==> config.mk <==
export PLATFORM = sky130hd
export DESIGN_NAME = md_sched
export DESIGN_NICKNAME = d
export VERILOG_FILES = /design/src/rtl/md_sched.sv
export SDC_FILE = /design/constraint.sdc
export NUM_CORES = 1
export LEC_CHECK = 0
export BUFFER_PORTS_ARGS = -buffer_cell sky130_fd_sc_hd__buf_2
export CAP_MARGIN = 15
export CORE_AREA = 10 10 47 49
export CTS_CLUSTER_DIAMETER = 30
export CTS_CLUSTER_SIZE = 16
export DETAILED_ROUTE_END_ITERATION = 8
export DIE_AREA = 0 0 57 59
export GPL_ROUTABILITY_DRIVEN = 0
export PLACE_DENSITY = 0.58
export SYNTH_ARGS = -nofsm -noshare
export SYNTH_HDL_FRONTEND = slang
export SYNTH_SLANG_ARGS = --single-unit
==> constraint.sdc <==
create_clock -name clk -period 3.75 [get_ports clk]
set_clock_uncertainty 0.2 [all_clocks]
set_input_delay 0.1875 -clock clk [delete_from_list [all_inputs] [get_ports clk]]
set_output_delay 0.1875 -clock clk [all_outputs]
set_load 0.01 [all_outputs]
==> src/rtl/md_sched.sv <==
// md_sched: issue and sequencing controller for the shared iterative
// HI/LO multiply-divide unit in the E stage.
//
// Accepts mult/multu/div/divu and mthi/mtlo requests, issues them to the
// unit with same-cycle strobes and tracks each multi-cycle operation with
// a countdown. Generates busy/done and the D-stage stall for mfhi/mflo and
// back-to-back MD instructions. An asserted flush freezes sequencing in
// lockstep with the unit.
//
// Parameters:
//   MUL_LAT     cycles from issue to result for mult/multu (>= 1)
//   DIV_LAT     cycles from issue to result for div/divu   (>= 1)
// Ports:
//   clk, reset  clock; synchronous active-high reset
//   req_valid   E-stage MD request present
//   req_op      000 mult, 001 multu, 010 div, 011 divu, 100 mthi, 101 mtlo,
//               110/111 no-op
//   req_ready   request accepted this cycle when high with req_valid
//   rd_valid    D stage holds mfhi/mflo
//   md_valid_d  D stage holds any MD-class instruction
//   flush       exception/interrupt; freezes the block
//   start       one-cycle issue strobe to the unit
//   op_out      op code issued with start/wr_hi/wr_lo, else 000
//   wr_hi       write-HI strobe (mthi)
//   wr_lo       write-LO strobe (mtlo)
//   busy        multi-cycle operation in flight
//   done        one-cycle pulse in the last busy cycle
//   stall_d     D-stage stall request
module md_sched #(
  parameter int unsigned MUL_LAT = 5,
  parameter int unsigned DIV_LAT = 10
) (
  input  logic       clk,
  input  logic       reset,
  input  logic       req_valid,
  input  logic [2:0] req_op,
  output logic       req_ready,
  input  logic       rd_valid,
  input  logic       md_valid_d,
  input  logic       flush,
  output logic       start,
  output logic [2:0] op_out,
  output logic       wr_hi,
  output logic       wr_lo,
  output logic       busy,
  output logic       done,
  output logic       stall_d
);

  localparam int unsigned MAX_LAT = (MUL_LAT > DIV_LAT) ? MUL_LAT : DIV_LAT;
  localparam int unsigned CW      = $clog2(MAX_LAT + 1);

  localparam logic [CW-1:0] MUL_CNT = CW'(MUL_LAT);
  localparam logic [CW-1:0] DIV_CNT = CW'(DIV_LAT);
  localparam logic [CW-1:0] ONE_CNT = CW'(1);

  typedef enum logic {
    S_IDLE,
    S_RUN
  } state_t;

  state_t        state_q, state_d;
  logic [CW-1:0] cnt_q, cnt_d;
  logic          accept;

  always_comb begin
    state_d = state_q;
    cnt_d   = cnt_q;
    start   = 1'b0;
    wr_hi   = 1'b0;
    wr_lo   = 1'b0;
    op_out  = '0;
    done    = 1'b0;

    req_ready = (state_q == S_IDLE) && !flush;
    // A request seen while reset is high must not produce strobes.
    accept    = req_valid && req_ready && !reset;

    case (state_q)
      S_IDLE: begin
        if (accept) begin
          case (req_op)
            3'b000, 3'b001: begin
              start   = 1'b1;
              op_out  = req_op;
              state_d = S_RUN;
              cnt_d   = MUL_CNT;
            end
            3'b010, 3'b011: begin
              start   = 1'b1;
              op_out  = req_op;
              state_d = S_RUN;
              cnt_d   = DIV_CNT;
            end
            3'b100: begin
              wr_hi  = 1'b1;
              op_out = req_op;
            end
            3'b101: begin
              wr_lo  = 1'b1;
              op_out = req_op;
            end
            default: ;
          endcase
        end
      end
      S_RUN: begin
        // Flush freezes the countdown; the unit holds its state too.
        if (!flush && !reset) begin
          cnt_d = cnt_q - ONE_CNT;
          if (cnt_q == ONE_CNT) begin
            done    = 1'b1;
            state_d = S_IDLE;
            cnt_d   = '0;
          end
        end
      end
      default: begin
        state_d = S_IDLE;
        cnt_d   = '0;
      end
    endcase

    busy    = (state_q == S_RUN);
    stall_d = (rd_valid || md_valid_d) && (busy || start);
  end

  always_ff @(posedge clk) begin
    if (reset) begin
      state_q <= S_IDLE;
      cnt_q   <= '0;
    end else begin
      state_q <= state_d;
      cnt_q   <= cnt_d;
    end
  end

endmodule

# == Word-level counts from Yosys, hierarchy flattened ==
# Cells that the tools add are included.
# word_totals
word_cells,51
regBits,5
input_bits,9
# op_classes
reduce_logical,15
n_bitwise,1
addsub,1
eq_ne,9
n_mux,23
# op_table
cell,count
one-hot mux 4 bit (2 select lines),2
2-to-1 mux 1 bit,14
2-to-1 mux 4 bit,3
2-to-1 mux 3 bit,3
== test 3 x 2 -> 1 bit (second input constant),2
== test 3 bit (second input constant),2
OR reduction 6 bit,1
logical AND 1 bit,5
== test 4 x 1 -> 1 bit (second input constant),1
OR reduction 2 bit,2
OR reduction 4 bit,1
subtractor 4 x 1 -> 4 bit (second input constant),1
== test 3 x 1 -> 1 bit (second input constant),1
zero test 3 bit,1
inequality test 3 x 1 -> 1 bit (second input constant),1
AND reduction 3 bit,1
zero test 1 bit,2
logical OR 1 bit,2
inequality test 2 x 1 -> 1 bit (second input constant),1
inequality test 2 bit (second input constant),1
one-hot mux 1 bit (2 select lines),1
NOT 1 bit,1

# == Logic depth before layout (Yosys ltp) ==
# depth
ltp_word,8
depth_mapped,5
mapped_depth_nobuf,5

# == Least setup slack after synthesis ==
# No wires, ideal clock.
# synth_path
path_type,reg-to-output
start,register state_q (netlist: busy)
end,output port wr_hi
path_slack_ns,2.216
arrival_ns,1.146
stages_incl_launch_ff,4
path_buffers,0
path_cell_list,dfxtp_1 nor4b_1 and3b_2 nor2b_1
# synth_via
elab_chain_cells,6
# synth_lines
item,line_no,source
"start, declared",62,"state_t state_q, state_d;"
"start signal, assigned",133,state_q <= state_d;
NOT 1 bit,-,
logical AND 1 bit,75,req_ready = (state_q == S_IDLE) && !flush;
logical AND 1 bit (2 in a row),77,accept = req_valid && req_ready && !reset;
2-to-1 mux 1 bit,81,if (accept) begin
2-to-1 mux 1 bit (*),79,case (state_q)
"end, declared",43,"output logic wr_hi,"
# Every way passes the cells marked *; elsewhere a longest branch is shown, timed or not.

# == Final worst setup path ==
# Same ends and word-level chain as after synthesis.

==> impl_metrics.env <==
export IMPL_status="complete, no violations"
export IMPL_reg2reg_setup_slack_ps=2150
export IMPL_r2r_cells=3
export IMPL_die_x_um=57
export IMPL_dr_first_iter_drc_count=9
export IMPL_timing_hold_violations_final=0
export IMPL_antenna_found_initial=0
export IMPL_crit_path_start_kind="flip-flop"
export IMPL_postRouteAntennaNets=0
export IMPL_vias=437
export IMPL_crit_arrival_ps=1550
export IMPL_portBuffers=18
export IMPL_whs_endpoint="busy"
export IMPL_fmax_mhz=517
export IMPL_synthCells=50
export IMPL_drc=0
export IMPL_cts_inserted_buffers=3
export IMPL_fillers=155
export IMPL_ys_ff_latch=5
export IMPL_min_delay_start="reset"
export IMPL_hold_ws_ps=7.31
export IMPL_slowest_stage="dfxtp_1"
export IMPL_cts_tree="built"
export IMPL_first_pass_iters=4
export IMPL_cts_clk_slew_worst_paths_ps=40
export IMPL_yosys_area_top_type="dfxtp_1"
export IMPL_crit_path_max_fanout=16
export IMPL_rows=14
export IMPL_grt_pass1_wl_mm=1.87
export IMPL_wl_per_cell_um=13.2
export IMPL_cts_resized_gates=0
export IMPL_cts_hold_buf=0
export IMPL_slew_viol_final=0
export IMPL_die_h_um=59
export IMPL_grt_max_degree=17
export IMPL_viasPerCell=5.02
export IMPL_layout_drive_gt1_share_pct=35.2
export IMPL_r2r_start="busy"
export IMPL_end_kind="primary output"
export IMPL_yosys_warnings=0
export IMPL_diodes=0
export IMPL_htreeDepth=1
export IMPL_p_per_area_nw_per_um2=284
export IMPL_synth_edf_count=0
export IMPL_crit_required_ps=3360
export IMPL_grt_overflow_total=0
export IMPL_drv_cap=0
export IMPL_ios=19
export IMPL_start_util_pct=28.8
export IMPL_tightest_slew_ps=490
export IMPL_die_area_um2=3360
export IMPL_yosys_top_cells_area="dfxtp_1 (25%), ha_1 (6.2%), inv_1 (4.6%)"
export IMPL_synth_top_cell_area_share_pct=24.8
export IMPL_p_leak_nw=0.264
export IMPL_fin_crit_ps=1940
export IMPL_post_cts_buffers=0
export IMPL_synth_common_cells="dfxtp_1 (5), inv_1 (5), nand2_1 (4), nor2_1 (3)"
export IMPL_slew_headroom_pct=67.3
export IMPL_wirelength_mm=1.15
export IMPL_synth_top_flop_cell="dfxtp_1"
export IMPL_whs_path_depth=2
export IMPL_syn_num_nets=61
export IMPL_cts_path_max_buffers=2
export IMPL_root_buffer="clkbuf_4"
export IMPL_clock_latency_ps=240
export IMPL_peakVddDrop_v=0.000200
export IMPL_rsz0062_at_grt="no"
export IMPL_hpwl_um=933
export IMPL_synth_area_um2=404
export IMPL_coreArea_um2=1400
export IMPL_yosysUniqueCellTypes=28
export IMPL_r2r_end="cnt_q[2]"
export IMPL_hold_class="in2reg"
export IMPL_grt_pass1_vias=432
export IMPL_final_nets=83
export IMPL_area_growth_pct=31.9
export IMPL_crit_type="reg2out"
export IMPL_syn_area_per_cell_um2=8.08
export IMPL_clkSinkCount=5
export IMPL_setup_violations=0
export IMPL_slowest_delay_ps=450
export IMPL_period_share_pct=51.6
export IMPL_grtUsageTotal_pct=6.83
export IMPL_ys_seq_area_share_pct=24.8
export IMPL_async_reset_ff_share_pct=0
export IMPL_setup_tns_ps=0
export IMPL_path_cells="nor4b_1 > and3b_2 > nor2b_1 > buf_2"
[layout by cell type, fill, tap and decap left out, drive strengths merged]
master   n
nor3     2
nor3b    1
nor2b    1
o221a    1
and3     2
and2b    2
nand2    4
ha       2
o21ai    2
o21a     1
a41o     1
dfxtp    5
a32o     1
and2     2
a21oi    1
o31ai    1
nor4b    2
a221oi   2
a31oi    1
buf     18
nand2b   2
clkbuf   4
o22a     1
inv      5
nor2     3
and3b    1
or3b     1
a21o     1
o311a    1
[routing by layer]
| layer | up-vias | GRT usage (%) | routed length (um) |
|---|---|---|---|
| li1 | 227 | - | - |
| met1 | 202 | 7.13 | 525 |
| met2 | 8 | 11.3 | 548 |
| met3 | 0 | 4.08 | 71 |
| met4 | 0 | 2.01 | 0 |
| met5 | - | 0 | 0 |
[where the power goes]
part | switching, W | total, W | internal [W]
combinational | 0.0000155 | 0.0000305 | 0.0000149
clock | 0.0000199 | 0.0000600 | 0.0000401
sequential | 0.00000474 | 0.0000609 | 0.0000561
total | 0.0000402 | 0.000151 | 0.000111
[flip-flops by register name, indices dropped and copies added, names as in the netlist]
name	cells
cnt_q	4
busy	1
[area by class of cell]
cell class	instances	area (um^2)	area share (%)
Clock buffer	4	26.3	4.93
Inverter	5	18.8	3.52
Multi-Input combinational cell	39	278	52.1
Sequential cell	5	100	18.8
Tap cell	16	20.0	3.76
Timing Repair Buffer	18	90.1	16.9
[critical path: cells and delay by family (launching register included)]
family,cells,cell delay [ps]
buf+inv,1,130
flops,1,450
simple gates,3,730
[worst max path at each step]
stage | from | end | slack (ps) | depth (start not counted)
after floorplan | busy | wr_hi | 2220 | 3
after global routing | busy | stall_d | 1640 | 4
after global placement | busy | stall_d | 2080 | 4
after detailed placement | busy | wr_hi | 2040 | 4
after CTS | busy | wr_hi | 1770 | 4
final | busy | wr_hi | 1810 | 4
[cell families (layout without fill, tap and decap cells)]
group | after synthesis | in the layout | synth area share [%]
flip-flops | 5 | 5 | 24.8
AO/OA/AOI/OAI | 14 | 14 | 27.6
buffers and inverters | 6 | 27 | 6.50
AND/OR/NAND/NOR | 23 | 23 | 35.0
adder cells (fa/ha/maj) | 2 | 2 | 6.19
[stage by stage]
| step | std cells | setup WS [ps] | total power [W] | util, % | area (um^2) |
|---|---|---|---|---|---|
| final | 87 | 1810 | 0.000151 | 38.0 | 533 |
| after global placement | 83 | 2080 | 0.0000923 | 36.2 | 507 |
| after global routing | 87 | 1640 | 0.000165 | 38.0 | 533 |
| after detailed placement | 83 | 2040 | 0.0000925 | 36.2 | 507 |
| after floorplan | 50 | 2220 | 0.0000789 | - | 404 |
| after CTS | 87 | 1770 | 0.000155 | 38.0 | 533 |
(Power assumes the default switching activity.)
